--- src/rtl/ai_cache_refill_ctrl_if.sv ---
// Handshake bundle between the refill controller, its requester, ai_cache and backing memory.
// master = controller side, slave = the surrounding environment.
interface ai_cache_refill_ctrl_if #(
    parameter int ADDR_WIDTH = 32,
    parameter int DATA_WIDTH = 128
);
    logic                  req_valid;
    logic                  req_ready;
    logic [ADDR_WIDTH-1:0] req_addr;
    logic                  rsp_valid;
    logic                  rsp_ready;
    logic [DATA_WIDTH-1:0] rsp_data;
    logic                  rsp_err;
    logic                  cache_read_en;
    logic                  cache_write_en;
    logic [ADDR_WIDTH-1:0] cache_addr;
    logic [DATA_WIDTH-1:0] cache_write_data;
    logic [DATA_WIDTH-1:0] cache_read_data;
    logic                  cache_hit;
    logic                  mem_req_valid;
    logic                  mem_req_ready;
    logic [ADDR_WIDTH-1:0] mem_req_addr;
    logic                  mem_rsp_valid;
    logic [DATA_WIDTH-1:0] mem_rsp_data;

    modport master (
        input  req_valid, req_addr, rsp_ready, cache_read_data, cache_hit,
               mem_req_ready, mem_rsp_valid, mem_rsp_data,
        output req_ready, rsp_valid, rsp_data, rsp_err, cache_read_en, cache_write_en,
               cache_addr, cache_write_data, mem_req_valid, mem_req_addr
    );

    modport slave (
        output req_valid, req_addr, rsp_ready, cache_read_data, cache_hit,
               mem_req_ready, mem_rsp_valid, mem_rsp_data,
        input  req_ready, rsp_valid, rsp_data, rsp_err, cache_read_en, cache_write_en,
               cache_addr, cache_write_data, mem_req_valid, mem_req_addr
    );
endinterface

--- src/rtl/ai_cache_refill_ctrl.sv ---
// Blocking refill controller: IDLE -> LOOKUP -> CHECK -> (MEM_REQ -> MEM_WAIT -> FILL) -> RESP.
// Define PERF_CNT_EN to add saturating hit/miss/timeout counters.
module ai_cache_refill_ctrl #(
    parameter int ADDR_WIDTH     = 32,
    parameter int DATA_WIDTH     = 128,
    parameter int TIMEOUT_CYCLES = 1023
) (
    input  logic clk,
    input  logic reset,
`ifdef PERF_CNT_EN
    output logic [31:0] hit_count,
    output logic [31:0] miss_count,
    output logic [31:0] timeout_count,
`endif
    ai_cache_refill_ctrl_if.master bus
);
    localparam int CW = $clog2(TIMEOUT_CYCLES + 1);
    localparam logic [CW-1:0] TC_LAST = CW'(TIMEOUT_CYCLES - 1);

    typedef enum logic [2:0] {IDLE, LOOKUP, CHECK, MEM_REQ, MEM_WAIT, FILL, RESP} state_t;

    state_t                state_q, state_d;
    logic [ADDR_WIDTH-1:0] addr_q, addr_d;
    logic [DATA_WIDTH-1:0] line_q, line_d;
    logic [DATA_WIDTH-1:0] rsp_data_q, rsp_data_d;
    logic                  rsp_err_q, rsp_err_d;
    logic [CW-1:0]         cnt_q, cnt_d;
    logic                  req_ready_q, req_ready_d;
    logic                  rd_en_q, rd_en_d;
    logic                  wr_en_q, wr_en_d;
    logic                  mem_vld_q, mem_vld_d;
    logic                  rsp_vld_q, rsp_vld_d;
    logic [ADDR_WIDTH-1:0] cache_addr_q, cache_addr_d;
    logic [DATA_WIDTH-1:0] wdata_q, wdata_d;
    logic [ADDR_WIDTH-1:0] mem_addr_q, mem_addr_d;

    always_comb begin
        state_d    = state_q;
        addr_d     = addr_q;
        line_d     = line_q;
        rsp_data_d = rsp_data_q;
        rsp_err_d  = rsp_err_q;
        cnt_d      = cnt_q;
        case (state_q)
            IDLE: begin
                if (bus.req_valid && req_ready_q) begin
                    addr_d  = bus.req_addr;
                    state_d = LOOKUP;
                end
            end
            LOOKUP: state_d = CHECK;
            CHECK: begin
                if (bus.cache_hit) begin
                    rsp_data_d = bus.cache_read_data;
                    rsp_err_d  = 1'b0;
                    state_d    = RESP;
                end else begin
                    state_d = MEM_REQ;
                end
            end
            MEM_REQ: begin
                if (bus.mem_req_ready) begin
                    cnt_d   = '0;
                    state_d = MEM_WAIT;
                end
            end
            MEM_WAIT: begin
                // A response arriving in the final wait cycle still beats the timeout.
                if (bus.mem_rsp_valid) begin
                    line_d  = bus.mem_rsp_data;
                    state_d = FILL;
                end else if (cnt_q == TC_LAST) begin
                    rsp_data_d = '0;
                    rsp_err_d  = 1'b1;
                    state_d    = RESP;
                end else begin
                    cnt_d = cnt_q + CW'(1);
                end
            end
            FILL: begin
                rsp_data_d = line_q;
                rsp_err_d  = 1'b0;
                state_d    = RESP;
            end
            RESP: begin
                if (bus.rsp_ready) begin
                    rsp_data_d = '0;
                    rsp_err_d  = 1'b0;
                    state_d    = IDLE;
                end
            end
            default: state_d = IDLE;
        endcase

        // Strobes and buses are decoded from the next state so every output is a flop.
        req_ready_d  = (state_d == IDLE);
        rd_en_d      = (state_d == LOOKUP);
        wr_en_d      = (state_d == FILL);
        mem_vld_d    = (state_d == MEM_REQ);
        rsp_vld_d    = (state_d == RESP);
        cache_addr_d = (rd_en_d || wr_en_d) ? addr_d : '0;
        wdata_d      = wr_en_d ? line_d : '0;
        mem_addr_d   = mem_vld_d ? addr_d : '0;
    end

    always_ff @(posedge clk or posedge reset) begin
        if (reset) begin
            state_q      <= IDLE;
            addr_q       <= '0;
            line_q       <= '0;
            rsp_data_q   <= '0;
            rsp_err_q    <= 1'b0;
            cnt_q        <= '0;
            req_ready_q  <= 1'b1;
            rd_en_q      <= 1'b0;
            wr_en_q      <= 1'b0;
            mem_vld_q    <= 1'b0;
            rsp_vld_q    <= 1'b0;
            cache_addr_q <= '0;
            wdata_q      <= '0;
            mem_addr_q   <= '0;
        end else begin
            state_q      <= state_d;
            addr_q       <= addr_d;
            line_q       <= line_d;
            rsp_data_q   <= rsp_data_d;
            rsp_err_q    <= rsp_err_d;
            cnt_q        <= cnt_d;
            req_ready_q  <= req_ready_d;
            rd_en_q      <= rd_en_d;
            wr_en_q      <= wr_en_d;
            mem_vld_q    <= mem_vld_d;
            rsp_vld_q    <= rsp_vld_d;
            cache_addr_q <= cache_addr_d;
            wdata_q      <= wdata_d;
            mem_addr_q   <= mem_addr_d;
        end
    end

    assign bus.req_ready        = req_ready_q;
    assign bus.rsp_valid        = rsp_vld_q;
    assign bus.rsp_data         = rsp_data_q;
    assign bus.rsp_err          = rsp_err_q;
    assign bus.cache_read_en    = rd_en_q;
    assign bus.cache_write_en   = wr_en_q;
    assign bus.cache_addr       = cache_addr_q;
    assign bus.cache_write_data = wdata_q;
    assign bus.mem_req_valid    = mem_vld_q;
    assign bus.mem_req_addr     = mem_addr_q;

`ifdef PERF_CNT_EN
    logic [31:0] hit_cnt_q, hit_cnt_d;
    logic [31:0] miss_cnt_q, miss_cnt_d;
    logic [31:0] to_cnt_q, to_cnt_d;

    always_comb begin
        hit_cnt_d  = hit_cnt_q;
        miss_cnt_d = miss_cnt_q;
        to_cnt_d   = to_cnt_q;
        if (state_q == CHECK && bus.cache_hit && hit_cnt_q != '1)
            hit_cnt_d = hit_cnt_q + 32'd1;
        if (state_q == CHECK && !bus.cache_hit && miss_cnt_q != '1)
            miss_cnt_d = miss_cnt_q + 32'd1;
        if (state_q == MEM_WAIT && !bus.mem_rsp_valid && cnt_q == TC_LAST && to_cnt_q != '1)
            to_cnt_d = to_cnt_q + 32'd1;
    end

    always_ff @(posedge clk or posedge reset) begin
        if (reset) begin
            hit_cnt_q  <= '0;
            miss_cnt_q <= '0;
            to_cnt_q   <= '0;
        end else begin
            hit_cnt_q  <= hit_cnt_d;
            miss_cnt_q <= miss_cnt_d;
            to_cnt_q   <= to_cnt_d;
        end
    end

    assign hit_count     = hit_cnt_q;
    assign miss_count    = miss_cnt_q;
    assign timeout_count = to_cnt_q;
`endif
endmodule

--- src/flat_wrapper.sv ---
// flat-port wrapper written by rule: the top's interface ports become plain ports
module ai_cache_refill_ctrl_flat 
#(
    parameter int ADDR_WIDTH     = 32,
    parameter int DATA_WIDTH     = 128,
    parameter int TIMEOUT_CYCLES = 1023
)
  (clk, reset, bus_req_valid, bus_req_addr, bus_rsp_ready, bus_cache_read_data, bus_cache_hit, bus_mem_req_ready, bus_mem_rsp_valid, bus_mem_rsp_data, bus_req_ready, bus_rsp_valid, bus_rsp_data, bus_rsp_err, bus_cache_read_en, bus_cache_write_en, bus_cache_addr, bus_cache_write_data, bus_mem_req_valid, bus_mem_req_addr);
  ai_cache_refill_ctrl_if #(.ADDR_WIDTH(ADDR_WIDTH), .DATA_WIDTH(DATA_WIDTH)) bus_i ();
  input  logic clk;
  input  logic reset;
  input wire logic [$bits(bus_i.req_valid)-1:0] bus_req_valid;
  input wire logic [$bits(bus_i.req_addr)-1:0] bus_req_addr;
  input wire logic [$bits(bus_i.rsp_ready)-1:0] bus_rsp_ready;
  input wire logic [$bits(bus_i.cache_read_data)-1:0] bus_cache_read_data;
  input wire logic [$bits(bus_i.cache_hit)-1:0] bus_cache_hit;
  input wire logic [$bits(bus_i.mem_req_ready)-1:0] bus_mem_req_ready;
  input wire logic [$bits(bus_i.mem_rsp_valid)-1:0] bus_mem_rsp_valid;
  input wire logic [$bits(bus_i.mem_rsp_data)-1:0] bus_mem_rsp_data;
  output wire logic [$bits(bus_i.req_ready)-1:0] bus_req_ready;
  output wire logic [$bits(bus_i.rsp_valid)-1:0] bus_rsp_valid;
  output wire logic [$bits(bus_i.rsp_data)-1:0] bus_rsp_data;
  output wire logic [$bits(bus_i.rsp_err)-1:0] bus_rsp_err;
  output wire logic [$bits(bus_i.cache_read_en)-1:0] bus_cache_read_en;
  output wire logic [$bits(bus_i.cache_write_en)-1:0] bus_cache_write_en;
  output wire logic [$bits(bus_i.cache_addr)-1:0] bus_cache_addr;
  output wire logic [$bits(bus_i.cache_write_data)-1:0] bus_cache_write_data;
  output wire logic [$bits(bus_i.mem_req_valid)-1:0] bus_mem_req_valid;
  output wire logic [$bits(bus_i.mem_req_addr)-1:0] bus_mem_req_addr;
  assign bus_i.req_valid = bus_req_valid;
  assign bus_i.req_addr = bus_req_addr;
  assign bus_i.rsp_ready = bus_rsp_ready;
  assign bus_i.cache_read_data = bus_cache_read_data;
  assign bus_i.cache_hit = bus_cache_hit;
  assign bus_i.mem_req_ready = bus_mem_req_ready;
  assign bus_i.mem_rsp_valid = bus_mem_rsp_valid;
  assign bus_i.mem_rsp_data = bus_mem_rsp_data;
  assign bus_req_ready = bus_i.req_ready;
  assign bus_rsp_valid = bus_i.rsp_valid;
  assign bus_rsp_data = bus_i.rsp_data;
  assign bus_rsp_err = bus_i.rsp_err;
  assign bus_cache_read_en = bus_i.cache_read_en;
  assign bus_cache_write_en = bus_i.cache_write_en;
  assign bus_cache_addr = bus_i.cache_addr;
  assign bus_cache_write_data = bus_i.cache_write_data;
  assign bus_mem_req_valid = bus_i.mem_req_valid;
  assign bus_mem_req_addr = bus_i.mem_req_addr;
  ai_cache_refill_ctrl #(.ADDR_WIDTH(ADDR_WIDTH), .DATA_WIDTH(DATA_WIDTH), .TIMEOUT_CYCLES(TIMEOUT_CYCLES)) u_core (.clk(clk), .reset(reset), .bus(bus_i));
endmodule
--- config.mk ---
export PLATFORM = sky130hd
export DESIGN_NAME = ai_cache_refill_ctrl_flat
export DESIGN_NICKNAME = d
export VERILOG_FILES = /design/src/rtl/ai_cache_refill_ctrl_if.sv /design/src/rtl/ai_cache_refill_ctrl.sv /design/src/flat_wrapper.sv
export SDC_FILE = /design/constraint.sdc
export NUM_CORES = 1
export LEC_CHECK = 0
export CAP_MARGIN = 15
export CORE_MARGIN = 2
export CORE_UTILIZATION = 32
export DETAILED_ROUTE_END_ITERATION = 10
export PLACE_DENSITY_LB_ADDON = 0.05
export SLEW_MARGIN = 15
export SYNTH_ARGS = -nofsm -noshare
export SYNTH_HDL_FRONTEND = slang
export SYNTH_SLANG_ARGS = --single-unit
--- constraint.sdc ---
create_clock -name clk -period 17.3 [get_ports clk]
set_input_delay 3.46 -clock clk [delete_from_list [all_inputs] [get_ports clk]]
set_output_delay 3.46 -clock clk [all_outputs]
set_load 0.05 [all_outputs]
# ---- Word level (Yosys, flattened, before mapping)
# Index checks and enable logic that the tools add are counted.
dict set report classes {
  addsub 1
  n_eq_ne 17
  n_mux 28
  reduce_logical 8
}
# op count
set op_table {}
lappend op_table {{$mux 128} 7}
lappend op_table {{$pmux 128 s4} 1}
lappend op_table {{$mux 32} 4}
lappend op_table {{$mux 10} 3}
lappend op_table {{$pmux 3 s7} 1}
lappend op_table {{$pmux 10 s2} 1}
lappend op_table {{$mux 3} 6}
lappend op_table {{$eq 3x3->1 const B} 5}
lappend op_table {{$add 10x1->10 const B} 1}
lappend op_table {{$eq 10x10->1 const B} 1}
lappend op_table {{$ne 2x2->1 const B} 5}
lappend op_table {{$eq 3x2->1 const B} 3}
lappend op_table {{$eq 3x1->1 const B} 2}
lappend op_table {{$logic_not 3->1} 2}
lappend op_table {{$reduce_and 5->1} 1}
lappend op_table {{$mux 1} 4}
lappend op_table {{$pmux 1 s4} 1}
lappend op_table {{$reduce_and 4->1} 1}
lappend op_table {{$reduce_bool 4->1} 1}
lappend op_table {{$ne 2x1->1 const B} 1}
lappend op_table {{$reduce_bool 2->1} 1}
lappend op_table {{$logic_and 1x1->1} 1}
lappend op_table {{$logic_or 1x1->1} 1}
dict set report totals {
  reg_bits 499
  input_bits 295
}

# ---- Longest topological paths before layout
dict set report logic_depth {
  word_depth 7
  ltp_mapped 8
}

# ---- Worst setup path before layout
# No wires, ideal clock.
dict set report synth_timing {
  path_kind {input-to-reg}
  from {input port bus_rsp_ready}
  to {register u_core.rsp_err_q (netlist: u_core.bus.rsp_err)}
  setup_ns 0.122
  arrival_time_ns 4.734
  required_ns 17.178
  slack_ns 12.444
  path_stages 6
  path_cell_list {mux2_2 > a22oi_1 > clkbuf_1 > clkbuf_1 > nor2_1 > o22a_1}
}
dict set report synth_via {
  elab_chain_len 2
}
# item line_no
set synth_rtl {}
lappend synth_rtl {{start: declaration} flat_wrapper.sv:14} ;# input wire logic [$bits(bus_i.rsp_ready)-1:0] bus_rsp_ready;
lappend synth_rtl {{$ne 2x2->1 (no source line)} --}
lappend synth_rtl {{$reduce_and 5->1 (no source line)} --}
lappend synth_rtl {{end signal: assignment} ai_cache_refill_ctrl.sv:127} ;# rsp_err_q <= rsp_err_d;
lappend synth_rtl {{end: declaration} ai_cache_refill_ctrl.sv:26} ;# logic rsp_err_q, rsp_err_d;
# Every way passes these cells.
# A chain may end at the register's enable or synchronous reset.

# ---- Final worst setup path
dict set report layout_timing {
  from {input port bus_cache_hit}
  to {register u_core.rsp_data_q[2] (netlist: u_core.bus.rsp_data[2])}
}
dict set report layout_via {
  elab_chain_len 2
}
# item line_no
set layout_rtl {}
lappend layout_rtl {{start: declaration} flat_wrapper.sv:16} ;# input wire logic [$bits(bus_i.cache_hit)-1:0] bus_cache_hit;
lappend layout_rtl {{$ne 2x2->1 (no source line)} --}
lappend layout_rtl {{$reduce_and 5->1 (no source line)} --}
lappend layout_rtl {{end signal: assignment} ai_cache_refill_ctrl.sv:126} ;# rsp_data_q <= rsp_data_d;
lappend layout_rtl {{end: declaration} ai_cache_refill_ctrl.sv:25} ;# logic [DATA_WIDTH-1:0] rsp_data_q, rsp_data_d;
# Every way passes these cells.

==> flow_metrics.py <==
metrics = {
    "status": {
        "status": "finished, final reports clean",
    },
    "floorplan": {
        "rows": 87,
        "chipHeight_um": 243,
        "initial_core_util": 0.324,
        "core_um2": 56500,
        "io-pin-count": 621,
        "die_area_um2": 59100,
        "die_x_um": 243,
    },
    "timing": {
        "finalSetupViolCount": 0,
        "slew_headroom": 0.268,
        "tightest_slew_ns": 1.10,
        "fin_crit_ns": 6.02,
        "hold_violations": 0,
        "setup_tns_ns": 0,
        "fmax_ghz": 0.166,
        "rsz0062_at_grt": "no",
        "fin_worst_skew_ns": 0.0163,
        "drv_slew": 0,
        "fin_crit_sh": 0.348,
    },
    "global_routing": {
        "grt_pass1_vias": 14500,
        "grt_pass1_wl_um": 97100,
        "grt.total_usage": 0.218,
        "gr-total-overflow": 0,
        "antenna_found_initial": 18,
        "grt_max_degree": 188,
    },
    "layout": {
        "fin_util": 0.479,
        "finalInstanceArea_um2": 27000,
        "final_common_cell": "clkdlybuf4s50_1",
        "stdcell_count": 2860,
        "layout_common_cells": "clkdlybuf4s50_1 (619), dfrtp_1 (498), o21ai_0 (253)",
        "drive_gt1_frac": 0.0606,
        "nets": 2349,
        "syn2layout_area_growth_pct": 47.9,
    },
    "power": {
        "vdd_drop_max_uv": 116,
        "p_per_area_nw_per_um2": 189,
        "leakage_uw": 0.0128,
        "power.total_uw": 5120,
    },
    "cts": {
        "post_cts_resized": 0,
        "clock_path_buffers": 3,
        "cts.sinks": 499,
        "ctsHoldBuffers": 0,
        "cts_setup_buffers": 0,
        "cts_tree": "yes",
        "clkLatencyLatePin_ns": 0.61,
        "cts-root-buf": "clkbuf_16",
        "cts_buffers": 56,
        "h-tree-depth": 2,
        "path_clk_slew_ns": 0.05,
    },
    "routing": {
        "wl_um": 66000,
        "ant_nets": 0,
        "vias": 14200,
        "firstDrtPassIters": 5,
        "routedWlPerCell_um": 23.1,
        "drt_iter0_markers": 848,
        "remaining_drc_errors": 0,
        "via_per_inst": 4.95,
    },
    "yosys": {
        "seq_area_frac_synth": 0.683,
        "yosys.cell_types.count": 46,
        "yosys_warnings": 0,
        "syn_area_per_cell_um2": 12.3,
        "synthFlopType": "dfrtp_1",
        "ys_seq_elements": 499,
        "synthCells": 1481,
        "syn-num-nets": 1778,
        "syn_area_um2": 18300,
        "async_flop_share": 1.00,
        "synth-edff-count": 0,
    },
    "placed_design": {
        "gp_congestion": 0.805,
        "io_buffers": 620,
        "dp_hpwl_um": 43300,
        "place_inst": 2750,
        "placed_area_um2": 25200,
    },
    "worst_hold_path": {
        "worstHoldPathType": "flop to flop",
    },
    "setup_path": {
        "cp.arrival_ns": 6.46,
        "worstSetupPathType": "input port to flop",
        "critPathCaptureType": "flop",
        "crit_fanout": 79,
        "start_kind": "input port",
        "cp.required_ns": 17.74,
    },
    "run": {
        "max_cap_viol_count": 0,
    },
}
## power breakdown
part / internal, uW / switching [uW] / total [uW] / leakage (uW)
Combinational: 695 / 1490 / 2190 / 0.00532
Sequential: 1550 / 188 / 1740 / 0.00655
Clock: 708 / 487 / 1190 / 0.000911
Total: 2950 / 2170 / 5120 / 0.0128
## metal layers
metal / part of all wire / up-vias / global-route usage
met5: 0.0016 / - / 0
met4: 0.020 / 16 / 0.0599
met3: 0.073 / 90 / 0.0714
met2: 0.50 / 413 / 0.361
met1: 0.41 / 7203 / 0.272
li1: - / 6434 / -
## flip-flops by register name (all words and copies together) (netlist names)
name,cells
u_core.addr_q,32
u_core.bus.cache_addr,32
u_core.bus.cache_read_en,1
u_core.bus.cache_write_data,128
u_core.bus.cache_write_en,1
u_core.bus.mem_req_addr,32
u_core.bus.mem_req_valid,1
u_core.bus.req_ready,1
u_core.bus.rsp_data,128
u_core.bus.rsp_err,1
u_core.bus.rsp_valid,1
u_core.cnt_q,10
u_core.line_q,128
u_core.state_q,3
## worst paths after layout
kind                                         from                      to  slack (ns)  cells after the start
worst min register to register    u_core.cnt_q[8]         u_core.cnt_q[8]        0.47                      1
worst max register to register  u_core.state_q[2]  u_core.bus.rsp_data[2]       13.75                      6
max in group asynchronous                   reset       u_core.line_q[28]       11.52                      5
min in group asynchronous                   reset        u_core.addr_q[7]        3.53                      3
worst min-delay path              u_core.cnt_q[8]         u_core.cnt_q[8]        0.47                      1
worst max-delay path                bus_cache_hit  u_core.bus.rsp_data[2]       11.28                      7
## area by class of cell
cell class | instances | area [um^2]
repair buffers | 641 | 6390
inverters | 40 | 154
clock inverters | 21 | 221
well taps | 756 | 946
fillers | 5186 | 29500
flip-flops and latches | 499 | 12500
diodes | 10 | 25.0
multi-input cells | 814 | 5200
clock buffers | 79 | 1620
## per-stage QoR
step           setup slack, ns  hold WS (ns)
2_1_floorplan             7.07         0.448
3_3_place_gp             10.64         0.458
3_5_place_dp             10.58         0.466
4_1_cts                  11.24         0.478
5_1_grt                  10.95         0.483
6_report                 11.28         0.472
## worst max-delay path, cell delays in order
cell	delay (ns)
clkdlybuf4s50_1	0.44
mux2_2	0.29
a22oi_2	0.18
buf_4	0.40
or2_4	0.61
buf_4	0.78
o21ai_0	0.22
## kinds of logic after synthesis
group / count (synthesis) / share of synthesized area
AO/OA/AOI/OAI: 535 / 0.184
flip-flops: 499 / 0.683
multiplexers: 36 / 0.0198
AND/OR/NAND/NOR: 241 / 0.0766
buffers and inverters: 168 / 0.0357
adder cells (fa/ha/maj): 2 / 0.00137
## cells in the mapped netlist (4+ instances only)
cell type,count,area [um^2]
a21o_1,128,961
a21oi_1,4,20.0
a22oi_1,129,968
and3_1,129,807
buf_2,12,60.1
clkbuf_1,115,432
dfrtp_1,498,12500
inv_1,39,146
mux2i_1,35,350
nand2_1,8,30.0
nand3_1,6,30.0
nor2_1,36,135
nor3_1,34,170
o21ai_0,253,1270
o21ai_1,8,40.0
o31ai_1,6,45.0
No activity file was read; power rests on OpenSTA's default activity.
